`config.mk`:
```
export PLATFORM = sky130hd
export DESIGN_NAME = updown_ptr_counter_flat
export DESIGN_NICKNAME = d
export VERILOG_FILES = /design/src/rtl/updown_ptr_counter_if.sv /design/src/rtl/updown_ptr_counter.sv /design/src/flat_wrapper.sv
export SDC_FILE = /design/constraint.sdc
export NUM_CORES = 1
export LEC_CHECK = 0
export CAP_MARGIN = 0
export CORE_MARGIN = 2
export CORE_UTILIZATION = 45
export DETAILED_ROUTE_END_ITERATION = 7
export PLACE_DENSITY_LB_ADDON = 0.05
export SYNTH_ARGS = -nofsm -noshare
export SYNTH_HDL_FRONTEND = slang
export SYNTH_SLANG_ARGS = --single-unit
```
`constraint.sdc`:
```
create_clock -name CLK -period 2.6 [get_ports CLK]
set_clock_uncertainty 0.2 [all_clocks]
set_input_delay 0.39 -clock CLK [delete_from_list [all_inputs] [get_ports CLK]]
set_output_delay 0.39 -clock CLK [all_outputs]
set_load 0.05 [all_outputs]
```
`src/rtl/updown_ptr_counter_if.sv`:
```
// Control and status bundle for the LIFO pointer counter.
// E and Load are per-cycle strobes: each cycle they are high at a rising edge
// is one request. There is no ready back-pressure; the counter accepts every request.
interface updown_ptr_counter_if #(
   parameter int WIDTH = 5
);
   logic             E;
   logic             D;
   logic             Load;
   logic [WIDTH-1:0] Din;
   logic             ErrClr;
   logic [WIDTH-1:0] Y;
   logic             carry;
   logic             full;
   logic             empty;
   logic             ovf;
   logic             unf;

   modport master (
      output E, D, Load, Din, ErrClr,
      input  Y, carry, full, empty, ovf, unf
   );

   modport slave (
      input  E, D, Load, Din, ErrClr,
      output Y, carry, full, empty, ovf, unf
   );
endinterface

```
`src/rtl/updown_ptr_counter.sv`:
```
// Parametrised up/down stack-pointer counter with wrap or saturate mode,
// clamped parallel load, registered full/empty/carry and sticky ovf/unf flags.
module updown_ptr_counter #(
   parameter int WIDTH = 5,
   parameter int DEPTH = 32,
   parameter int SAT   = 0
) (
   input logic                CLK,
   input logic                Reset,
   updown_ptr_counter_if.slave bus
);
   // One extra bit so DEPTH-1 and Y+1 never alias when DEPTH == 2**WIDTH.
   localparam logic [WIDTH:0] MAX_W = (WIDTH+1)'(DEPTH - 1);

   logic [WIDTH-1:0] y_q, y_d;
   logic             carry_q, carry_d;
   logic             full_q, full_d;
   logic             empty_q, empty_d;
   logic             ovf_q, ovf_d;
   logic             unf_q, unf_d;

   logic [WIDTH:0] y_ext;
   logic [WIDTH:0] y_ext_d;
   logic [WIDTH:0] din_ext;
   logic           at_max;
   logic           at_zero;

   assign y_ext   = {1'b0, y_q};
   assign din_ext = {1'b0, bus.Din};
   assign at_max  = (y_ext == MAX_W);
   assign at_zero = (y_q == '0);

   always_comb begin
      y_ext_d = y_ext;
      carry_d = 1'b0;
      ovf_d   = ovf_q & ~bus.ErrClr;
      unf_d   = unf_q & ~bus.ErrClr;

      if (bus.Load) begin
         y_ext_d = (din_ext > MAX_W) ? MAX_W : din_ext;
      end else if (bus.E) begin
         if (!bus.D) begin
            if (at_max) begin
               if (SAT != 0) begin
                  ovf_d = 1'b1;
               end else begin
                  y_ext_d = '0;
                  carry_d = 1'b1;
               end
            end else begin
               y_ext_d = y_ext + 1'b1;
            end
         end else begin
            if (at_zero) begin
               if (SAT != 0) begin
                  unf_d = 1'b1;
               end else begin
                  y_ext_d = MAX_W;
                  carry_d = 1'b1;
               end
            end else begin
               y_ext_d = y_ext - 1'b1;
            end
         end
      end

      // Flags decode the next count so they line up with Y.
      y_d     = y_ext_d[WIDTH-1:0];
      full_d  = (y_ext_d == MAX_W);
      empty_d = (y_ext_d == '0);
   end

   always_ff @(posedge CLK) begin
      if (Reset) begin
         y_q     <= '0;
         carry_q <= 1'b0;
         full_q  <= 1'b0;
         empty_q <= 1'b1;
         ovf_q   <= 1'b0;
         unf_q   <= 1'b0;
      end else begin
         y_q     <= y_d;
         carry_q <= carry_d;
         full_q  <= full_d;
         empty_q <= empty_d;
         ovf_q   <= ovf_d;
         unf_q   <= unf_d;
      end
   end

   assign bus.Y     = y_q;
   assign bus.carry = carry_q;
   assign bus.full  = full_q;
   assign bus.empty = empty_q;
   assign bus.ovf   = ovf_q;
   assign bus.unf   = unf_q;
endmodule

```
`src/flat_wrapper.sv`:
```
// flat-port wrapper written by rule: the top's interface ports become plain ports
module updown_ptr_counter_flat 
#(
   parameter int WIDTH = 5,
   parameter int DEPTH = 32,
   parameter int SAT   = 0
)
  (CLK, Reset, bus_E, bus_D, bus_Load, bus_Din, bus_ErrClr, bus_Y, bus_carry, bus_full, bus_empty, bus_ovf, bus_unf);
  updown_ptr_counter_if #(.WIDTH(WIDTH)) bus_i ();
  input logic CLK;
  input logic Reset;
  input wire logic [$bits(bus_i.E)-1:0] bus_E;
  input wire logic [$bits(bus_i.D)-1:0] bus_D;
  input wire logic [$bits(bus_i.Load)-1:0] bus_Load;
  input wire logic [$bits(bus_i.Din)-1:0] bus_Din;
  input wire logic [$bits(bus_i.ErrClr)-1:0] bus_ErrClr;
  output wire logic [$bits(bus_i.Y)-1:0] bus_Y;
  output wire logic [$bits(bus_i.carry)-1:0] bus_carry;
  output wire logic [$bits(bus_i.full)-1:0] bus_full;
  output wire logic [$bits(bus_i.empty)-1:0] bus_empty;
  output wire logic [$bits(bus_i.ovf)-1:0] bus_ovf;
  output wire logic [$bits(bus_i.unf)-1:0] bus_unf;
  assign bus_i.E = bus_E;
  assign bus_i.D = bus_D;
  assign bus_i.Load = bus_Load;
  assign bus_i.Din = bus_Din;
  assign bus_i.ErrClr = bus_ErrClr;
  assign bus_Y = bus_i.Y;
  assign bus_carry = bus_i.carry;
  assign bus_full = bus_i.full;
  assign bus_empty = bus_i.empty;
  assign bus_ovf = bus_i.ovf;
  assign bus_unf = bus_i.unf;
  updown_ptr_counter #(.WIDTH(WIDTH), .DEPTH(DEPTH), .SAT(SAT)) u_core (.CLK(CLK), .Reset(Reset), .bus(bus_i));
endmodule
```
==> metrics.yaml, run 1 <==
status: "finished, final reports clean"
synthDistinctLibCells: 35
report.final.slew_viol_count: 0
finalWorstPathRequiredPeriod_ns: 2.371
worstPathArrival_ns: 2.36
synth_edf_count: 0
chipHeight_microns: 43
grt.overflow.total: 0
synth_largest_type_area_fraction_pct: 29.25
period_share_pct: 91.18
worst_path_bufs_invs: 0
start_kind: "flop"
die_area_sq_um: 1849
max_slew_margin_pct: 66.40
detail_route.first_pass.iterations: 4
synth_area_leader_cell: "sky130_fd_sc_hd__dfxtp_1"
clkSinkCount: 10
cts.repair_timing.setup_buffer_count: 0
drive_gt1_share_pct: 14.71
routed_wirelength_mm: 1.543
detailed_place_hpwl_mm: 1.224
yosys_most_used_dff: "sky130_fd_sc_hd__dfxtp_1"
asyncSetResetFlopFracSynth_pct: 0
antenna_violations_before_repair: 0
ctsHtreeMaxLevel: 1
num_rows: 14
grt_first_pass_wirelength_mm: 2.608
timing.final.hold_violations: 0
ir_drop_mv: 0.3029
dpl_worst_slack_ns: 0.1712
post_synthesis_instance_area_sq_um: 684.4
path_clk_slew_ns: 0.06
grt_max_degree: 13
tightestPinTransition_ns: 0.5025
postSynthRegisterBits: 10
synthSimpleGateAreaFrac_pct: 30.90
crit_path_top_delay_cell: "sky130_fd_sc_hd__o41ai_4"
yosys_warnings: 0
worst_skew_pair.late_latency_ns: 0.25
synth.area.mux_share_pct: 3.656
pin_count: 21
dieWidth_microns: 43
critical-path-top-delay-family: "compound AO/OA/AOI/OAI gates"
post_synthesis_share_of_cell_area_spent_on_full_adders_half_adders_and_majority_gates_pct: 5.484
drc_errors: 0
critical_path_class: "flop to flop"
fp.coreArea_sq_um: 1471
fin_worst_hold_slack_ns: 0.2744
yosysSeqAreaShare_pct: 29.25
tritoncts_clock_tree: "done"
routabilityCongestion: 0.8695
crit_path_cell_trace: "ha_1 -> and3_1 -> ha_1 -> nor4b_1 -> mux2_4 -> o41ai_4 -> and3_1 -> a41o_1"
synth_to_layout_area_growth_pct: 36.56
synth-compound-area-share_pct: 23.77
finalWorstSetupSlack_ns: 0.2292
drt-vias-per-instance: 5.695
setup_violation_total_in_the_final_timing_report: 0
rsz0062_at_grt: "false"
grt_pass1_vias: 661
final_instance_count_without_filler_cells: 118
clockRootBuffer: "sky130_fd_sc_hd__clkbuf_4"
ant_nets: 0
endpoint_kind: "flop"
detailroute.via_count: 672
placed_instances: 115
critPathMaxFanout: 7
biggest_area_contributors_in_the_synthesized_netlist: "sky130_fd_sc_hd__dfxtp_1 (29%), sky130_fd_sc_hd__nor2_1 (6.6%), sky130_fd_sc_hd__ha_1 (5.5%), sky130_fd_sc_hd__nand2b_1 (4.6%), sky130_fd_sc_hd__o41ai_4 (4.0%)"
totalNegativeSetupSlack_ns: 0
synthesis.area_per_instance_sq_um: 8.663
leakagePower_uw: 0.0003800
cts_hold_buffers: 0
syn-instance-count: 79
synthesis.nets: 93
synth_top_family_by_area: "simple AND/OR/NAND/NOR gates"
clk_buf_depth: 2
num_antenna_cells: 0
maxCapViolations: 0
power_per_cell_area_nw_per_um2: 435.2
post-synth-top-count-cell: "sky130_fd_sc_hd__nor2_1"
synth_top_cells_by_count: "sky130_fd_sc_hd__nor2_1 (12), sky130_fd_sc_hd__dfxtp_1 (10), sky130_fd_sc_hd__a21oi_1 (5), sky130_fd_sc_hd__nand2b_1 (5), sky130_fd_sc_hd__inv_1 (4)"
finalNetCount: 118
initial_utilization_pct: 46.51
cp_data_required_time_ns: 2.59
detail_route.wl_per_cell_microns: 13.08
inserted_clock_buffers: 3
dr.first_iter.drc_count: 31
timing.fmax_ghz: 0.4218
number_of_gates_given_a_new_drive_strength_after_cts: 0
worst_path_largest_cell_delay_ns: 0.39
portBuffers: 20
worst_min_delay_path_category: "flop to flop"
grt.total_usage_pct: 18.37
synth_xor_area_share_pct: 0
[cell usage in the layout, fill, tap and decap left out]
master	count
sky130_fd_sc_hd__clkdlybuf4s50_1	20
sky130_fd_sc_hd__and4bb_1	1
sky130_fd_sc_hd__o41ai_4	1
sky130_fd_sc_hd__clkbuf_4	3
sky130_fd_sc_hd__nor2b_1	2
sky130_fd_sc_hd__ha_1	3
sky130_fd_sc_hd__a32oi_1	1
sky130_fd_sc_hd__mux2_4	1
sky130_fd_sc_hd__or3_1	1
sky130_fd_sc_hd__o211a_1	1
sky130_fd_sc_hd__and3_1	3
sky130_fd_sc_hd__nor2_1	12
sky130_fd_sc_hd__a2111oi_0	1
sky130_fd_sc_hd__dfxtp_2	2
sky130_fd_sc_hd__nand2_1	3
sky130_fd_sc_hd__nor4_1	1
sky130_fd_sc_hd__a221oi_1	1
sky130_fd_sc_hd__a32o_1	1
sky130_fd_sc_hd__o31ai_1	2
sky130_fd_sc_hd__nand3_2	1
sky130_fd_sc_hd__o21ai_0	2
sky130_fd_sc_hd__inv_1	4
sky130_fd_sc_hd__nor3b_1	3
sky130_fd_sc_hd__a21boi_2	1
sky130_fd_sc_hd__or3b_1	1
sky130_fd_sc_hd__nor3b_2	1
sky130_fd_sc_hd__nand2b_1	5
sky130_fd_sc_hd__mux2i_1	1
sky130_fd_sc_hd__a41o_1	1
sky130_fd_sc_hd__a21oi_1	5
sky130_fd_sc_hd__dfxtp_1	8
sky130_fd_sc_hd__nand3_1	1
sky130_fd_sc_hd__nor4b_1	1
sky130_fd_sc_hd__buf_4	5
sky130_fd_sc_hd__a311oi_1	2
[power by group]
group / switching (uW) / leakage, uW / internal [uW]
combinational: 78.9 / 0.000283 / 62.6
sequential: 7.27 / 0.0000828 / 161
clock: 43.7 / 0.0000138 / 52.9
[through the flow]
step	util [%]	power, uW	area (sq um)
finish	63.52	406.8	934.6
global route	63.52	434.0	934.6
CTS	63.52	413.4	934.6
detailed placement	61.99	313.4	912.1
global placement	61.99	312.5	912.1
floorplan	-	265.9	686.9
[registers in the layout, summed over array words and instances (netlist names)]
name,count
u_core.bus.full,1
u_core.bus.carry,1
u_core.bus.ovf,1
u_core.bus.unf,1
u_core.bus.empty,1
u_core.bus.Y,5
[cell families after synthesis]
logic type,after synthesis
flops,10
simple gates,36
buf+inv,9
mux,2
compound gates,19
fa+ha+maj,3
[metal layers]
| layer | up-vias | part of all wire, % | routed length, microns | global-route usage [%] |
|---|---|---|---|---|
| met2 | 23 | 48 | 735 | 31.52 |
| met5 | - | 0 | 0 | 0 |
| li1 | 339 | - | - | - |
| met3 | 4 | 5.8 | 89 | 2.128 |
| met4 | 0 | 1.7 | 26 | 10.91 |
| met1 | 306 | 45 | 691 | 21.67 |
[area by class of cell]
| type | instances | area, sq um |
|---|---|---|
| fill | 128 | 536.8 |
| multi-input combinational | 60 | 436.7 |
| clock buffer | 3 | 22.52 |
| timing repair buffer | 25 | 237.7 |
| sequential | 10 | 202.7 |
| tap | 16 | 20.02 |
| inverter | 4 | 15.01 |
[path summary, 6_finish.rpt]
kind,depth (start not counted),start,slack (ns),end
worst min register to register,1,u_core.bus.ovf,0.27,u_core.bus.ovf
worst min-delay path,1,u_core.bus.ovf,0.27,u_core.bus.ovf
worst max-delay path,8,u_core.bus.Y[0],0.23,u_core.bus.empty
worst max register to register,8,u_core.bus.Y[0],0.23,u_core.bus.empty
Power figures use the tool's default switching activity.
==> run 2, diff against run 1 <==
--- a/config.mk
+++ b/config.mk
@@ -8,7 +8,9 @@
 export CAP_MARGIN = 0
 export CORE_MARGIN = 2
 export CORE_UTILIZATION = 45
+export CTS_CLUSTER_DIAMETER = 30
 export DETAILED_ROUTE_END_ITERATION = 7
+export GPL_TIMING_DRIVEN = 0
 export PLACE_DENSITY_LB_ADDON = 0.05
 export SYNTH_ARGS = -nofsm -noshare
 export SYNTH_HDL_FRONTEND = slang
==> run 2 against run 1 <==
  * Count of clock-buffer cells in the layout unchanged
  * Final area fell by 2.4%
  * Die area unchanged
  * Routed wire length is 4.1% lower
  * Critical path depth did not move
  * Clock power is 2% higher
  * Register-to-register slack lost 0.05 ns
  * Critical path type unchanged
  * Fmax decreased by 2.2%
  * Non-clock buffer count decreased by 2
==> metrics.yaml, run 2 (synthesis gave the netlist of run 1 again) <==
critical_path.most_common_cell: "sky130_fd_sc_hd__and3_1"
status: "finished, final reports clean"
final_instance_count_without_filler_cells: 116  # -1.7%
crit_path_top_delay_cell: "sky130_fd_sc_hd__dfxtp_2"
critical_path_class: "flop to flop"
ant_nets: 0  # unchanged
grt.overflow.total: 0  # unchanged
power_per_cell_area_nw_per_um2: 441.3  # +1.4%
pin_count: 21  # unchanged
endpoint_kind: "flop"
worst_path_largest_cell_delay_ns: 0.41  # +0.02 ns
path_clk_slew_ns: 0.06  # about the same
chipHeight_microns: 43  # unchanged
grt_first_pass_wirelength_mm: 2.401  # -7.9%
ctsHtreeMaxLevel: 1  # unchanged
max_slew_margin_pct: 66.99  # +0.60 points
drt-vias-per-instance: 5.552  # -2.5%
num_rows: 14  # unchanged
utilization_pct: 61.99  # -1.5 points
tightestPinTransition_ns: 0.4936  # -0.008919 ns
worst_path_bufs_invs: 0  # unchanged
routed_wirelength_mm: 1.479  # -4.1%
detail_route.wl_per_cell_microns: 12.75  # -2.5%
report.final.slew_viol_count: 0  # unchanged
clk_buf_depth: 2  # unchanged
ir_drop_mv: 0.2903  # -4.2%
leakagePower_uw: 0.0003647  # -4.0%
rsz0062_at_grt: "false"
antenna_violations_before_repair: 0  # unchanged
routabilityCongestion: 0.8003  # -8.0%
detailed_place_hpwl_mm: 1.182  # -3.5%
portBuffers: 18  # -10%
placed_instances: 113  # -1.7%
critical-path-top-delay-family: "compound AO/OA/AOI/OAI gates"
largest_register_ff_count: 5  # unchanged
p_total_uw: 402.6  # -1.0%
num_antenna_cells: 0  # unchanged
die_area_sq_um: 1849  # unchanged
dieWidth_microns: 43  # unchanged
critPathMaxFanout: 7  # unchanged
timing.final.hold_violations: 0  # unchanged
crit_path_cell_trace: "ha_1 -> and3_1 -> ha_2 -> nor4b_1 -> mux2_4 -> o41ai_4 -> and3_1 -> a41o_1"
tritoncts_clock_tree: "done"
setup_violation_total_in_the_final_timing_report: 0  # unchanged
fp.coreArea_sq_um: 1471  # unchanged
worst_min_delay_path_category: "flop to flop"
layout_common_cells: "sky130_fd_sc_hd__clkdlybuf4s50_1 (18), sky130_fd_sc_hd__nor2_1 (12), sky130_fd_sc_hd__dfxtp_1 (8), sky130_fd_sc_hd__nand2b_1 (5), sky130_fd_sc_hd__a21oi_1 (5)"
finalNetCount: 116  # -1.7%
drive_gt1_share_pct: 15.00  # +0.29 points
clkSinkCount: 10  # unchanged
timing.fmax_ghz: 0.4124  # -2.2%
start_kind: "flop"
grt.total_usage_pct: 17.08  # -1.3 points
maxCapViolations: 0  # unchanged
period_share_pct: 93.26  # +2.1 points
cp_data_required_time_ns: 2.59  # about the same
dr.first_iter.drc_count: 10  # -68%
grt_max_degree: 11  # -2
drc_errors: 0  # unchanged
inserted_clock_buffers: 3  # unchanged
cts_hold_buffers: 0  # unchanged
clockRootBuffer: "sky130_fd_sc_hd__clkbuf_4"
worst_skew_pair.late_latency_ns: 0.26  # about the same
detailroute.via_count: 644  # -4.2%
initial_utilization_pct: 46.51  # unchanged
mostFrequentLayoutCell: "sky130_fd_sc_hd__clkdlybuf4s50_1"
totalNegativeSetupSlack_ns: 0  # unchanged
worstPathArrival_ns: 2.42  # +0.06 ns
grt_pass1_vias: 582  # -12%
finalWorstPathRequiredPeriod_ns: 2.425  # +0.05404 ns
cts.repair_timing.setup_buffer_count: 0  # unchanged
detail_route.first_pass.iterations: 4  # unchanged
synth_to_layout_area_growth_pct: 33.27
-- run 2: cell types whose count changed in the layout (fill, tap and decap cells not counted) --
cell / change
sky130_fd_sc_hd__buf_2: +2
sky130_fd_sc_hd__clkbuf_1: +1
sky130_fd_sc_hd__buf_4: -4
sky130_fd_sc_hd__ha_1: -1
sky130_fd_sc_hd__clkdlybuf4s50_1: -2
sky130_fd_sc_hd__ha_2: +1
sky130_fd_sc_hd__buf_6: +1
-- run 2: final timing paths --
| path | from | endpoint | slack [ns] | depth (start not counted) |
|---|---|---|---|---|
| max | u_core.bus.Y[0] | u_core.bus.empty | 0.18 | 8 |
| min | u_core.bus.ovf | u_core.bus.ovf | 0.27 | 1 |
| max reg2reg | u_core.bus.Y[0] | u_core.bus.empty | 0.18 | 8 |
| min reg2reg | u_core.bus.ovf | u_core.bus.ovf | 0.27 | 1 |
-- run 2: per-layer routing --
layer  global-route usage (%)  share of wire (%)  vias to the layer above
li1                         -                  -                      333
met1                    20.94                 45                      296
met2                    29.39                 51                       13
met3                    1.277                3.7                        2
met4                    9.091               0.41                        0
met5                        0                  0                        -
-- run 2: through the flow --
stage / instance area [sq um] / hold slack (ns) / setup slack, ns
after floorplan: 686.9 / 0.2658 / 0.06167
after global placement: 887.1 / 0.2616 / 0.2154
after detailed placement: 887.1 / 0.2700 / 0.1396
after CTS: 909.6 / 0.2682 / 0.1109
after global routing: 912.1 / 0.2977 / 0.05124
final: 912.1 / 0.2731 / 0.1752
-- run 2: report_power, final --
group / switching (uW) / leakage [uW] / internal (uW)
sequential: 11.2 / 0.0000828 / 162
clock: 45.3 / 0.0000138 / 53.1
combinational: 73.3 / 0.000268 / 58.1
-- run 2: what timing repair did --
item                       4_1_cts  5_1_grt
hold endpoints to repair         0        0
gates resized for setup          0        1
setup endpoints to repair        0        1
-- run 2: final cells by class --
class / count / area (sq um)
fill: 139 / 559.3
multi-input combinational: 60 / 439.2
sequential: 10 / 202.7
timing repair buffer: 18 / 180.2
buffer: 5 / 32.53
clock buffer: 3 / 22.52
tap: 16 / 20.02
inverter: 4 / 15.01
==> RTL edit 1, RTL diff (flow settings as in run 1) <==
`WIDTH` is set to 5 in 3 places; all go to 10.
--- a/src/rtl/updown_ptr_counter_if.sv
+++ b/src/rtl/updown_ptr_counter_if.sv
@@ -2,7 +2,7 @@
 // E and Load are per-cycle strobes: each cycle they are high at a rising edge
 // is one request. There is no ready back-pressure; the counter accepts every request.
 interface updown_ptr_counter_if #(
-   parameter int WIDTH = 5
+   parameter int WIDTH = 10
 );
    logic             E;
    logic             D;
--- a/src/rtl/updown_ptr_counter.sv
+++ b/src/rtl/updown_ptr_counter.sv
@@ -1,7 +1,7 @@
 // Parametrised up/down stack-pointer counter with wrap or saturate mode,
 // clamped parallel load, registered full/empty/carry and sticky ovf/unf flags.
 module updown_ptr_counter #(
-   parameter int WIDTH = 5,
+   parameter int WIDTH = 10,
    parameter int DEPTH = 32,
    parameter int SAT   = 0
 ) (
--- a/src/flat_wrapper.sv
+++ b/src/flat_wrapper.sv
@@ -1,7 +1,7 @@
 // flat-port wrapper written by rule: the top's interface ports become plain ports
 module updown_ptr_counter_flat 
 #(
-   parameter int WIDTH = 5,
+   parameter int WIDTH = 10,
    parameter int DEPTH = 32,
    parameter int SAT   = 0
 )
Interface: changed (resized bus_Din and bus_Y); port bits go from 21 to 31. No check against the original RTL was run, so the function may have changed too.
==> RTL edit 1 against run 1 <==
Final area up 98%; total power up 63%; highest routed layer unchanged; first-iteration DRC count rose to 2.8 times the old value; area after synthesis up 72%; the run now ends with setup timing left; cell count up 110%; critical path type unchanged; sequential cell count up 5; largest power group is now combinational logic; sequential share of layout area down 5.1 points; routed wire length rose to 2.6 times the old value; setup slack worse by 270 ps; global-route usage up 11 points.
==> RTL edit 1: results (changes against run 1) <==
| Metric | Value |
|---|---|
| Post-synth top cells | 15 x dfxtp_1, 14 x nor2_1, 10 x clkbuf_1 |
| Static Leak | 0.735 nW (+93%) |
| 1st-pass router iterations | 5 (+1) |
| I/O Buffers | 30 (+50%) |
| DPL Wire Length | 3120 um (+150%) |
| Yosys cell types | 46 (+31%) |
| Fin nets | 235 (+99%) |
| Pin count of the biggest net entering global routing | 18 (+5) |
| CTS H-tree depth | 1 (unchanged) |
| Routed via count | 1512 (+130%) |
| Crit-path max cell delay | 570 ps (+180 ps) |
| Share of cells above drive strength 1 | 30.2% (+16 points) |
| Status | finished with violations |
| CTS Buf Count | 3 (unchanged) |
| N_diodes | 0 (unchanged) |
| Global placement routability congestion | 0.962 (+11%) |
| Max cap viols | 0 (unchanged) |
| Clock Path Buffers | 2 (unchanged) |
| Drt first-iter violations | 87 (+180%) |
| Total wire length | 4080 um (+160%) |
| Worst hold path depth | 1 (unchanged) |
| Number of global-route vias before repair | 1352 (+100%) |
| Final setup fails | 2 (+2) |
| CP max FO | 6 (-1) |
| Asr flop ratio synth | 0% (unchanged) |
| Worst-case reg-to-reg path depth | 8 (unchanged) |
| First-pass GRT wire length | 6210 um (+140%) |
| Primary FF master, synth | dfxtp_1 |
| Clk_lat worst skew | 290 ps (+40 ps) |
| Global-route usage over all layers | 29.0% (+11 points) |
| Placed cell area | 1760 um2 (+93%) |
| Synth area leaders | dfxtp_1 25%, nor2_1 4.5%, nor3_1 3.8% |
| CTS clk-pin slew, worst paths | 90 ps (+30 ps) |
| Antenna violations before repair | 0 (unchanged) |
| Root Buffer | clkbuf_4 |
| Ys Warns | 0 (unchanged) |
| Seq/Total Area, Yosys | 25.5% (-3.8 points) |
| Failing checks | setup timing |
| Largest register FFs | 10 (+5) |
| Pre-CTS WS | -175 ps (-346 ps) |
| Synthesized Nets | 174 (+87%) |
| Critical path's slowest cell | or4_4 |
| CP delay by family, top | simple AND/OR/NAND/NOR gates |
| Fillers | 183 (+43%) |
| Setup slack after layout | -41.4 ps (-271 ps) |
| Worst slew pin tran | 517 ps (+14.1 ps) |
| Min-Delay Path Class | reg -> reg |
| Max VDD drop | 0.000358 V (+18%) |
==> RTL edit 1: stage by stage <==
| step | hold WS (ps) | TNS, ps | cells |
|---|---|---|---|
| after floorplan | 254 | -424 | 155 |
| after global placement | 263 | -265 | 239 |
| after detailed placement | 267 | -335 | 239 |
| after CTS | 285 | -12.7 | 245 |
| after global routing | 299 | -209 | 245 |
| final | 285 | -54.2 | 245 |
==> RTL edit 1: kinds of logic after synthesis <==
family / count (synthesis) / share of synthesized area, %
buffers and inverters: 19 / 6.90
muxes: 1 / 0.955
adders and majority gates: 3 / 3.19
DFF: 15 / 25.5
and+or+nand+nor: 78 / 39.3
AOI/OAI and AO/OA: 39 / 24.2
==> RTL edit 1: metal layers <==
metal	track usage, %	part of all wire (%)	vias up
met1	38.7	43	692
met3	5.11	7.9	12
met4	13.0	2.2	0
met5	0	0	-
met2	45.6	47	83
li1	-	-	725
==> RTL edit 1: power by group <==
group | switching, W | internal [W]
logic | 0.000149 | 0.000128
registers | 0.0000101 | 0.000240
clock network | 0.0000796 | 0.0000574
total | 0.000239 | 0.000425
==> RTL edit 1: path summary, 6_finish.rpt <==
check | end | start | slack [ps]
worst max-delay path | u_core.bus.empty | u_core.bus.Y[8] | -40
worst min-delay path | u_core.bus.ovf | u_core.bus.ovf | 290
worst max register to register | u_core.bus.empty | u_core.bus.Y[8] | -40
worst min register to register | u_core.bus.ovf | u_core.bus.ovf | 290
==> RTL edit 1: timing repair <==
item | in CTS | in global routing
setup buffers | 2 | 0
cloned | 0 | 0
gates resized for setup | 8 | 3
pin swaps | 1 | 1
endpoints found under the setup margin | 3 | 4
==> RTL edit 1: cell type report <==
| type | count | area (um2) | share of cell area (%) |
|---|---|---|---|
| Tap cell | 30 | 37.5 | 2.03 |
| Inverter | 6 | 27.5 | 1.49 |
| Clock buffer | 3 | 22.5 | 1.22 |
| Sequential cell | 15 | 307 | 16.6 |
| Multi-Input combinational cell | 121 | 856 | 46.3 |
| Timing Repair Buffer | 69 | 593 | 32.1 |
| Clock inverter | 1 | 5.00 | 0.271 |
==> RTL edit 1: worst register-to-register path, cell delays in order, from the launching register on <==
cell     delay, ps
dfxtp_1        320
or4_4          570
buf_4          180
nor3_4         290
nor3b_1         90
o32a_1         380
a31oi_4        200
and3_1         200
a41o_1         170
==> RTL edit 2, RTL diff (config.mk and constraints of run 1) <==
Without the edit above. Make the reset (`Reset`) asynchronous in one clocked block.
--- a/src/rtl/updown_ptr_counter.sv
+++ b/src/rtl/updown_ptr_counter.sv
@@ -70,7 +70,7 @@
       empty_d = (y_ext_d == '0);
    end
 
-   always_ff @(posedge CLK) begin
+   always_ff @(posedge CLK or posedge Reset) begin
       if (Reset) begin
          y_q     <= '0;
          carry_q <= 1'b0;
Behaviour: differs if Reset is asserted again (counterexample within 4 cycles, from zero or initial values and one cycle with Reset high); with Reset held inactive, the same outputs for 10 cycles.
==> RTL edit 2 against run 1 <==
Synthesized cell count fell by 1.3%; die area up 7.9%; global-route usage is 0.31 points lower; combinational power increased by 33%; setup slack worse by 3.5 ps; routed wire length grew 0.65%; fmax is 0.15% lower; area after synthesis is 8.8% higher; sequential cell count is the same; worst hold slack worse by 76 ps; total power is 23% higher; final area increased by 3.2%; via count fell by 7.4%; critical endpoint is now u_core.bus.full.
==> RTL edit 2: results (changes against run 1) <==
| Metric | Value |
|---|---|
| Routed via count | 622 (-7.4%) |
| # resized after CTS | 0 (unchanged) |
| CTS H-tree depth | 1 (unchanged) |
| Synth area leaders | dfrtp_1 30%, buf_6 6.1%, ha_1 5.0% |
| Seq/Total Area, Yosys | 33.8% (+4.5 points) |
| Critical path's slowest cell | dfrtp_1 |
| I/O Buffers | 20 (unchanged) |
| CP max FO | 6 (-1) |
| Avg Synthesized Cell Area | 9.54 um2 (+10%) |
| DPL Wire Length | 1210 um (-0.99%) |
| Inst Count DP | 112 (-2.6%) |
| Routed wire per std cell | 13.4 um (+2.4%) |
| Post-Synth XOR/XNOR Area | 2.35% (+2.4 points) |
| EDFF count, synth | 0 (unchanged) |
| R2R Setup Slk | between 200 and 250 ps |
| Max VDD drop | 0.000518 V (+71%) |
| Number of global-route vias before repair | 606 (-8.3%) |
| CTS clk-pin slew, worst paths | 70 ps |
| Post-synthesis compound-gate area fraction | 15.6% (-8.1 points) |
| Clock Path Buffers | 2 (unchanged) |
| Adder-Cell Fraction of Synth Area | 5.04% (-0.44 points) |
| Global placement routability congestion | 0.860 (-1.1%) |
| CP delay by family, top | simple AND/OR/NAND/NOR gates |
| Antenna violations before repair | 0 (unchanged) |
| Final std cells w/o fill | 116 (-1.7%) |
| Fillers | 136 (+6.3%) |
| Worst slew pin tran | 497 ps (-5.54 ps) |
| Status | completed |
| NetSw | 0.000170 W (+31%) |
| Drt first-iter violations | 7 (-77%) |
| Asr flop ratio synth | 100% (+100 points) |
| Largest register FFs | 5 (unchanged) |
| Synthesized Nets | 92 (-1.1%) |
| Min-Delay Path Class | in -> async |
| Crit-path max cell delay | 440 ps (+50 ps) |
| Pin count of the biggest net entering global routing | 13 (unchanged) |
| Yosys cell types | 37 (+5.7%) |
| Share of cells above drive strength 1 | 16.0% (+1.3 points) |
| Post-synthesis mux area share | 2.69% (-0.97 points) |
| Post-synth top cells | 9 x dfrtp_1, 7 x nand2_1, 6 x inv_1 |
| Static Leak | 0.420 nW (+10%) |
| Crit path from | u_core.bus.Y[0] |
| Reg-to-reg endpoint | u_core.bus.full |
| Global-route usage over all layers | 18.1% (-0.31 points) |
| Area grow syn2layout | 29.6% |
-- RTL edit 2: cell count changes after synthesis, moves of 4 or more --
cell / change
nor2_1: -8
dfxtp_1: -10
nand2_1: +4
dfrtp_1: +9
-- RTL edit 2: layout make-up --
type | instances | share of cell area, %
clock buffers | 4 | 3.76
inverters | 6 | 2.33
multi-input cells | 57 | 42.7
flip-flops and latches | 10 | 26.1
well taps | 16 | 2.08
repair buffers | 23 | 23.1
-- RTL edit 2: cell families after synthesis --
| kind of cell | count (synthesis) |
|---|---|
| AO/OA/AOI/OAI | 16 |
| buffers and inverters | 11 |
| adder cells (fa/ha/maj) | 3 |
| flip-flops | 10 |
| multiplexers | 2 |
| AND/OR/NAND/NOR | 34 |
| XOR/XNOR | 2 |
-- RTL edit 2: stage by stage --
step | hold slack, ps | setup WS, ps | power, W | instance area, um2 | utilization [%]
final | 199 | 226 | 0.000500 | 965 | 63.3
after global routing | 253 | 64.1 | 0.000528 | 965 | 63.3
after CTS | 209 | 233 | 0.000505 | 965 | 63.3
after global placement | 284 | 230 | 0.000367 | 928 | 60.9
after floorplan | 29.5 | 152 | 0.000314 | 744 | -
after detailed placement | 285 | 234 | 0.000366 | 928 | 60.9
-- RTL edit 2: power by group through the flow --
stage                     combinational [W]  clock (W)  sequential, W
after CTS                          0.000187   0.000140       0.000178
after global routing               0.000202   0.000147       0.000179
after floorplan                   0.0000965          0       0.000217
final                              0.000187   0.000137       0.000177
after global placement             0.000187          0       0.000180
after detailed placement           0.000186          0       0.000180
-- RTL edit 2: layer usage --
metal	vias to the layer above	global-route usage, %	wire (um)
li1	315	-	-
met1	290	23.9	712
met2	17	29.3	752
met3	0	6.12	88
met4	0	2.42	0
met5	-	0	0
